$ cat src/rtl/piso_serializer.sv
// Parallel-in/serial-out transmitter with valid/ready load and zero-gap back-to-back frames.
// Optional trailing even-parity bit is enabled by defining PARITY_EN.
module piso_serializer #(
  parameter int WIDTH     = 8,
  parameter bit MSB_FIRST = 1'b1
) (
  input  logic             clk,
  input  logic             rst_n,
  input  logic             load_valid,
  output logic             load_ready,
  input  logic [WIDTH-1:0] load_data,
  output logic             sout,
  output logic             sout_valid,
  output logic             frame_start,
  output logic             done
);

  localparam int CNT_W = (WIDTH > 1) ? $clog2(WIDTH) : 1;
  localparam logic [CNT_W-1:0] LAST_CNT = CNT_W'(WIDTH - 1);

`ifdef PARITY_EN
  typedef enum logic [1:0] {IDLE, SHIFT, PARITY} state_e;
`else
  typedef enum logic {IDLE, SHIFT} state_e;
`endif

  state_e             state_q, state_d;
  logic [WIDTH-1:0]   shreg_q, shreg_d;
  logic [CNT_W-1:0]   cnt_q, cnt_d;
`ifdef PARITY_EN
  logic               par_q, par_d;
`endif

  logic               last_bit;
  logic               accept;
  logic               head_bit;
  logic [WIDTH-1:0]   shreg_shifted;

  assign last_bit      = (state_q == SHIFT) && (cnt_q == LAST_CNT);
  assign accept        = load_valid && load_ready;
  assign head_bit      = MSB_FIRST ? shreg_q[WIDTH-1] : shreg_q[0];
  assign shreg_shifted = MSB_FIRST ? {shreg_q[WIDTH-2:0], 1'b0}
                                   : {1'b0, shreg_q[WIDTH-1:1]};

  // Outputs are decoded from registered state so an async reset clears them at once.
  always_comb begin
    sout        = 1'b0;
    sout_valid  = 1'b0;
    frame_start = 1'b0;
    done        = 1'b0;
`ifdef PARITY_EN
    load_ready  = (state_q == IDLE) || (state_q == PARITY);
`else
    load_ready  = (state_q == IDLE) || last_bit;
`endif
    case (state_q)
      SHIFT: begin
        sout        = head_bit;
        sout_valid  = 1'b1;
        frame_start = (cnt_q == '0);
`ifndef PARITY_EN
        done        = last_bit;
`endif
      end
`ifdef PARITY_EN
      PARITY: begin
        sout       = par_q;
        sout_valid = 1'b1;
        done       = 1'b1;
      end
`endif
      default: ;
    endcase
  end

  // An accept can only occur in cycles where load_ready is high, so it takes priority.
  always_comb begin
    state_d = state_q;
    shreg_d = shreg_q;
    cnt_d   = cnt_q;
`ifdef PARITY_EN
    par_d   = par_q;
`endif
    if (accept) begin
      state_d = SHIFT;
      shreg_d = load_data;
      cnt_d   = '0;
`ifdef PARITY_EN
      par_d   = ^load_data;
`endif
    end else begin
      case (state_q)
        SHIFT: begin
          if (cnt_q != LAST_CNT) begin
            cnt_d   = cnt_q + CNT_W'(1);
            shreg_d = shreg_shifted;
          end else begin
            shreg_d = '0;
            cnt_d   = '0;
`ifdef PARITY_EN
            state_d = PARITY;
`else
            state_d = IDLE;
`endif
          end
        end
`ifdef PARITY_EN
        PARITY: state_d = IDLE;
`endif
        default: state_d = IDLE;
      endcase
    end
  end

  always_ff @(posedge clk or negedge rst_n) begin
    if (!rst_n) begin
      state_q <= IDLE;
      shreg_q <= '0;
      cnt_q   <= '0;
`ifdef PARITY_EN
      par_q   <= 1'b0;
`endif
    end else begin
      state_q <= state_d;
      shreg_q <= shreg_d;
      cnt_q   <= cnt_d;
`ifdef PARITY_EN
      par_q   <= par_d;
`endif
    end
  end

endmodule
$ cat config.mk
export PLATFORM = sky130hd
export DESIGN_NAME = piso_serializer
export DESIGN_NICKNAME = d
export VERILOG_FILES = /design/src/rtl/piso_serializer.sv
export SDC_FILE = /design/constraint.sdc
export NUM_CORES = 1
export LEC_CHECK = 0
export CELL_PAD_IN_SITES_DETAIL_PLACEMENT = 0
export CELL_PAD_IN_SITES_GLOBAL_PLACEMENT = 2
export CORE_ASPECT_RATIO = 0.7
export CORE_UTILIZATION = 31
export DETAILED_ROUTE_END_ITERATION = 10
export GPL_TIMING_DRIVEN = 1
export PLACE_DENSITY_LB_ADDON = 0.1
export SYNTH_ARGS = -nofsm -noshare
export SYNTH_HDL_FRONTEND = slang
export SYNTH_SLANG_ARGS = --single-unit
$ cat constraint.sdc
create_clock -name clk -period 2.72 [get_ports clk]
set_input_delay 0.408 -clock clk [delete_from_list [all_inputs] [get_ports clk]]
set_output_delay 0.408 -clock clk [all_outputs]
set_load 0.01 [all_outputs]
==> impl_summary.log <==
INFO  metric floorplan.die_area = 0.00233 mm^2
INFO  metric report.final.hold_viol_count = 0
INFO  metric fillerInstances = 201
INFO  metric dp.final_hpwl = 1030 um
INFO  metric grt_pass1_wl = 2430 um
INFO  metric ctsHtreeMaxLevel = 1
INFO  metric holdCritPathClass = input port to asynchronous set/reset pin
INFO  metric via_per_inst = 5.04
INFO  metric finalClockSkew = 0.00578 ns
INFO  metric tritoncts_num_sinks = 12
INFO  metric synth.largest_area_cell = sky130_fd_sc_hd__dfrtp_1
INFO  metric routed-via-count = 504
INFO  metric post_cts_hold_buffer_count = 0
INFO  metric critPathKind = register to output pin
INFO  metric drt_first_pass_iters = 6
INFO  metric worst_setup_path_end_kind = output pin
INFO  metric tritoncts = done
INFO  metric mostFrequentLayoutCells = 15 x sky130_fd_sc_hd__clkdlybuf4s50_1, 12 x sky130_fd_sc_hd__dfrtp_1, 7 x sky130_fd_sc_hd__a221o_1, 6 x sky130_fd_sc_hd__nor3b_1, 6 x sky130_fd_sc_hd__and3_2
INFO  metric antenna_found_initial = 0
INFO  metric port_buffers = 15
INFO  metric syn-cell-area = 663 um^2
INFO  metric worstRegToRegCells = 5
INFO  metric timing.fmax = 0.434 GHz
INFO  metric final_layout_size_suffix_gt1_share = 21.8%
INFO  metric rrSetupSlack = 0.92 ns
INFO  metric post-route-drc-count = 2
INFO  metric number_of_cts_inserted_buffers = 3
INFO  metric timing_worst_slew_pin_value = 0.559 ns
INFO  metric setup-tns-final = 0 ns
INFO  metric outcome = finished, violations left
INFO  metric ir_worst_vdd = 0.381 mV
INFO  metric timing.hold.ws = 0.495 ns
INFO  metric layout_worst_path_cycle_share = 84.8%
INFO  metric synth.ff_latch_count = 12
INFO  metric critical_path.startpoint_type = register
INFO  metric violations = DRC
INFO  metric critical_path.max_stage_delay = 0.51 ns
INFO  metric global_route.usage.total = 14.6%
INFO  metric syn_nets = 76
INFO  metric grt_start_max_net_pins = 14
INFO  metric die_width = 57.3 um
INFO  metric rows = 13
INFO  metric power-per-cell-area = 998 mW/mm^2
INFO  metric cts.root.buffer_cell = sky130_fd_sc_hd__clkbuf_4
INFO  metric cts_setup_buffers = 0
INFO  metric yosys_warnings = 0
INFO  metric worst_ep_required_time = 2.31 ns
INFO  metric first_global_vias = 490
INFO  metric synthesis.instances = 61
INFO  metric yosys-top-cells-area = sky130_fd_sc_hd__dfrtp_1 45%, sky130_fd_sc_hd__a221o_1 11%, sky130_fd_sc_hd__ha_1 7.5%, sky130_fd_sc_hd__and3_2 6.8%, sky130_fd_sc_hd__nor3b_1 6.8%
INFO  metric coreArea = 0.00194 mm^2
INFO  metric worst_path_maximum_fanout = 10
INFO  metric ctsResizeCount = 0
INFO  metric timing.critical_path.cells = ha_1 -> ha_1 -> nand2b_2 -> clkdlybuf4s50_1
INFO  metric antenna_violating_nets_post_route = 0
INFO  metric flow.area_growth_from_synthesis = 29.4%
INFO  metric yosys.area.top_type_share = 45.3%
INFO  metric critical_path.most_common_cell = sky130_fd_sc_hd__ha_1
INFO  metric last_weighted_congestion_value_of_the_routability_driven_placer = 0.717
INFO  metric cap_violations = 0
INFO  metric slew_headroom = 62.6%
INFO  metric cp_slowest_cell = sky130_fd_sc_hd__clkdlybuf4s50_1
INFO  metric worstPathArrival = 1.90 ns
INFO  metric post_drt_wl_per_cell = 14.4 um
INFO  metric maximum_clock_insertion_buffer_count = 2
INFO  metric nNetsFinal = 95
INFO  metric reg2reg_to = shreg_q[7]
INFO  metric rsz0062_at_grt = false
INFO  metric path_clk_slew = 0.08 ns
INFO  metric most_common_cell_after_layout_fill_and_taps_aside = sky130_fd_sc_hd__clkdlybuf4s50_1
INFO  metric remaining_overflow_grt = 0
INFO  metric synth_sequential_area_ratio = 45.3%
INFO  metric initial_core_util = 34.3%
INFO  metric setup_viol = 0
INFO  metric worst_reg2reg_path_startpoint = cnt_q[0]
INFO  metric initial_detailed_routing_violation_count = 18
INFO  metric clkLatencyLatePin = 0.27 ns
INFO  metric die_height = 40.7 um
INFO  metric wl = 1440 um
INFO  metric final-max-slew-violation-count = 0
INFO  metric p_leak = 0.000403 uW
INFO  metric multi_input_comb_area = 332 um^2
INFO  metric finalWorstPathRequiredPeriod = 2.31 ns
INFO  metric io_pins = 16
INFO  metric syn_avg_cell_area = 10.9 um^2
INFO  metric antenna-diode-count = 0
INFO  metric synth.distinct_cells = 21
INFO  metric layout.area.seq = 300 um^2
[state kept, by name (all words and copies together) (netlist names)]
signal   count
state_q      1
cnt_q        3
shreg_q      8
[per-stage QoR]
step | power, uW | utilization (%) | cells | worst slack (ns) | cell area (um^2)
2_1_floorplan | 612 | - | 61 | 1.02 | 663
3_3_place_gp | 758 | 43.2 | 97 | 0.748 | 836
3_5_place_dp | 754 | 43.2 | 97 | 0.705 | 836
4_1_cts | 872 | 44.3 | 100 | 0.393 | 858
5_1_grt | 938 | 44.3 | 100 | 0.314 | 858
6_report | 856 | 44.3 | 100 | 0.414 | 858
[kinds of logic after synthesis]
| group | Yosys count | synth area share, % |
|---|---|---|
| AO/OA/AOI/OAI | 15 | 18.5 |
| adder cells (fa/ha/maj) | 4 | 7.55 |
| buffers and inverters | 6 | 4.72 |
| flip-flops | 12 | 45.3 |
| AND/OR/NAND/NOR | 24 | 24.0 |
[critical path: cells and delay by family, from the launching register on]
| kind | cells | cell delay [ns] |
|---|---|---|
| buffers and inverters | 1 | 0.51 |
| adders and majority gates | 2 | 0.45 |
| DFF | 1 | 0.41 |
| and+or+nand+nor | 1 | 0.26 |
[report_power, final]
group          total [uW]  switching [uW]  internal (uW)  leakage, uW
combinational         423             187            236     0.000237
clock                 109            57.6           51.1    0.0000138
sequential            325            66.2            259     0.000152
total                 856             310            546     0.000403
[routing by layer]
layer / track usage (%) / share of wire [%] / routed length [um] / vias to the layer above
li1: - / - / - / 261
met4: 1.83 / 0.63 / 9 / 0
met3: 5.99 / 5.1 / 73 / 2
met1: 21.2 / 57 / 811 / 231
met2: 20.6 / 38 / 540 / 10
met5: 0 / 0 / 0 / -
[cells in the mapped netlist]
cell	instances
sky130_fd_sc_hd__o21ai_0	2
sky130_fd_sc_hd__nor3b_1	6
sky130_fd_sc_hd__and3_2	6
sky130_fd_sc_hd__inv_1	3
sky130_fd_sc_hd__a211oi_1	2
sky130_fd_sc_hd__a22o_2	1
sky130_fd_sc_hd__nand2_1	5
sky130_fd_sc_hd__clkbuf_1	1
sky130_fd_sc_hd__ha_1	4
sky130_fd_sc_hd__nor2_1	1
sky130_fd_sc_hd__a21o_1	1
sky130_fd_sc_hd__and2_4	1
sky130_fd_sc_hd__a221o_1	7
sky130_fd_sc_hd__and2_2	2
sky130_fd_sc_hd__buf_2	1
sky130_fd_sc_hd__a21oi_1	2
sky130_fd_sc_hd__nor2_2	1
sky130_fd_sc_hd__buf_6	1
sky130_fd_sc_hd__nand2b_2	1
sky130_fd_sc_hd__dfrtp_1	12
sky130_fd_sc_hd__or2b_1	1
[cell type report]
cell class,instances,share of cell area [%]
clock buffers,3,2.62
inverters,3,1.31
multi-input cells,43,38.6
flip-flops and latches,12,35.0
well taps,22,3.21
repair buffers,17,19.2
[worst max-delay path by stage]
stage / start / to / slack (ns) / cells past startpoint
CTS: cnt_q[0] / load_ready / 0.39 / 4
detailed placement: cnt_q[0] / load_ready / 0.70 / 4
finish: cnt_q[0] / load_ready / 0.41 / 4
floorplan: cnt_q[0] / shreg_q[7] / 1.02 / 6
global placement: cnt_q[0] / load_ready / 0.75 / 4
global route: cnt_q[0] / load_ready / 0.31 / 4
(Power assumes the default switching activity.)
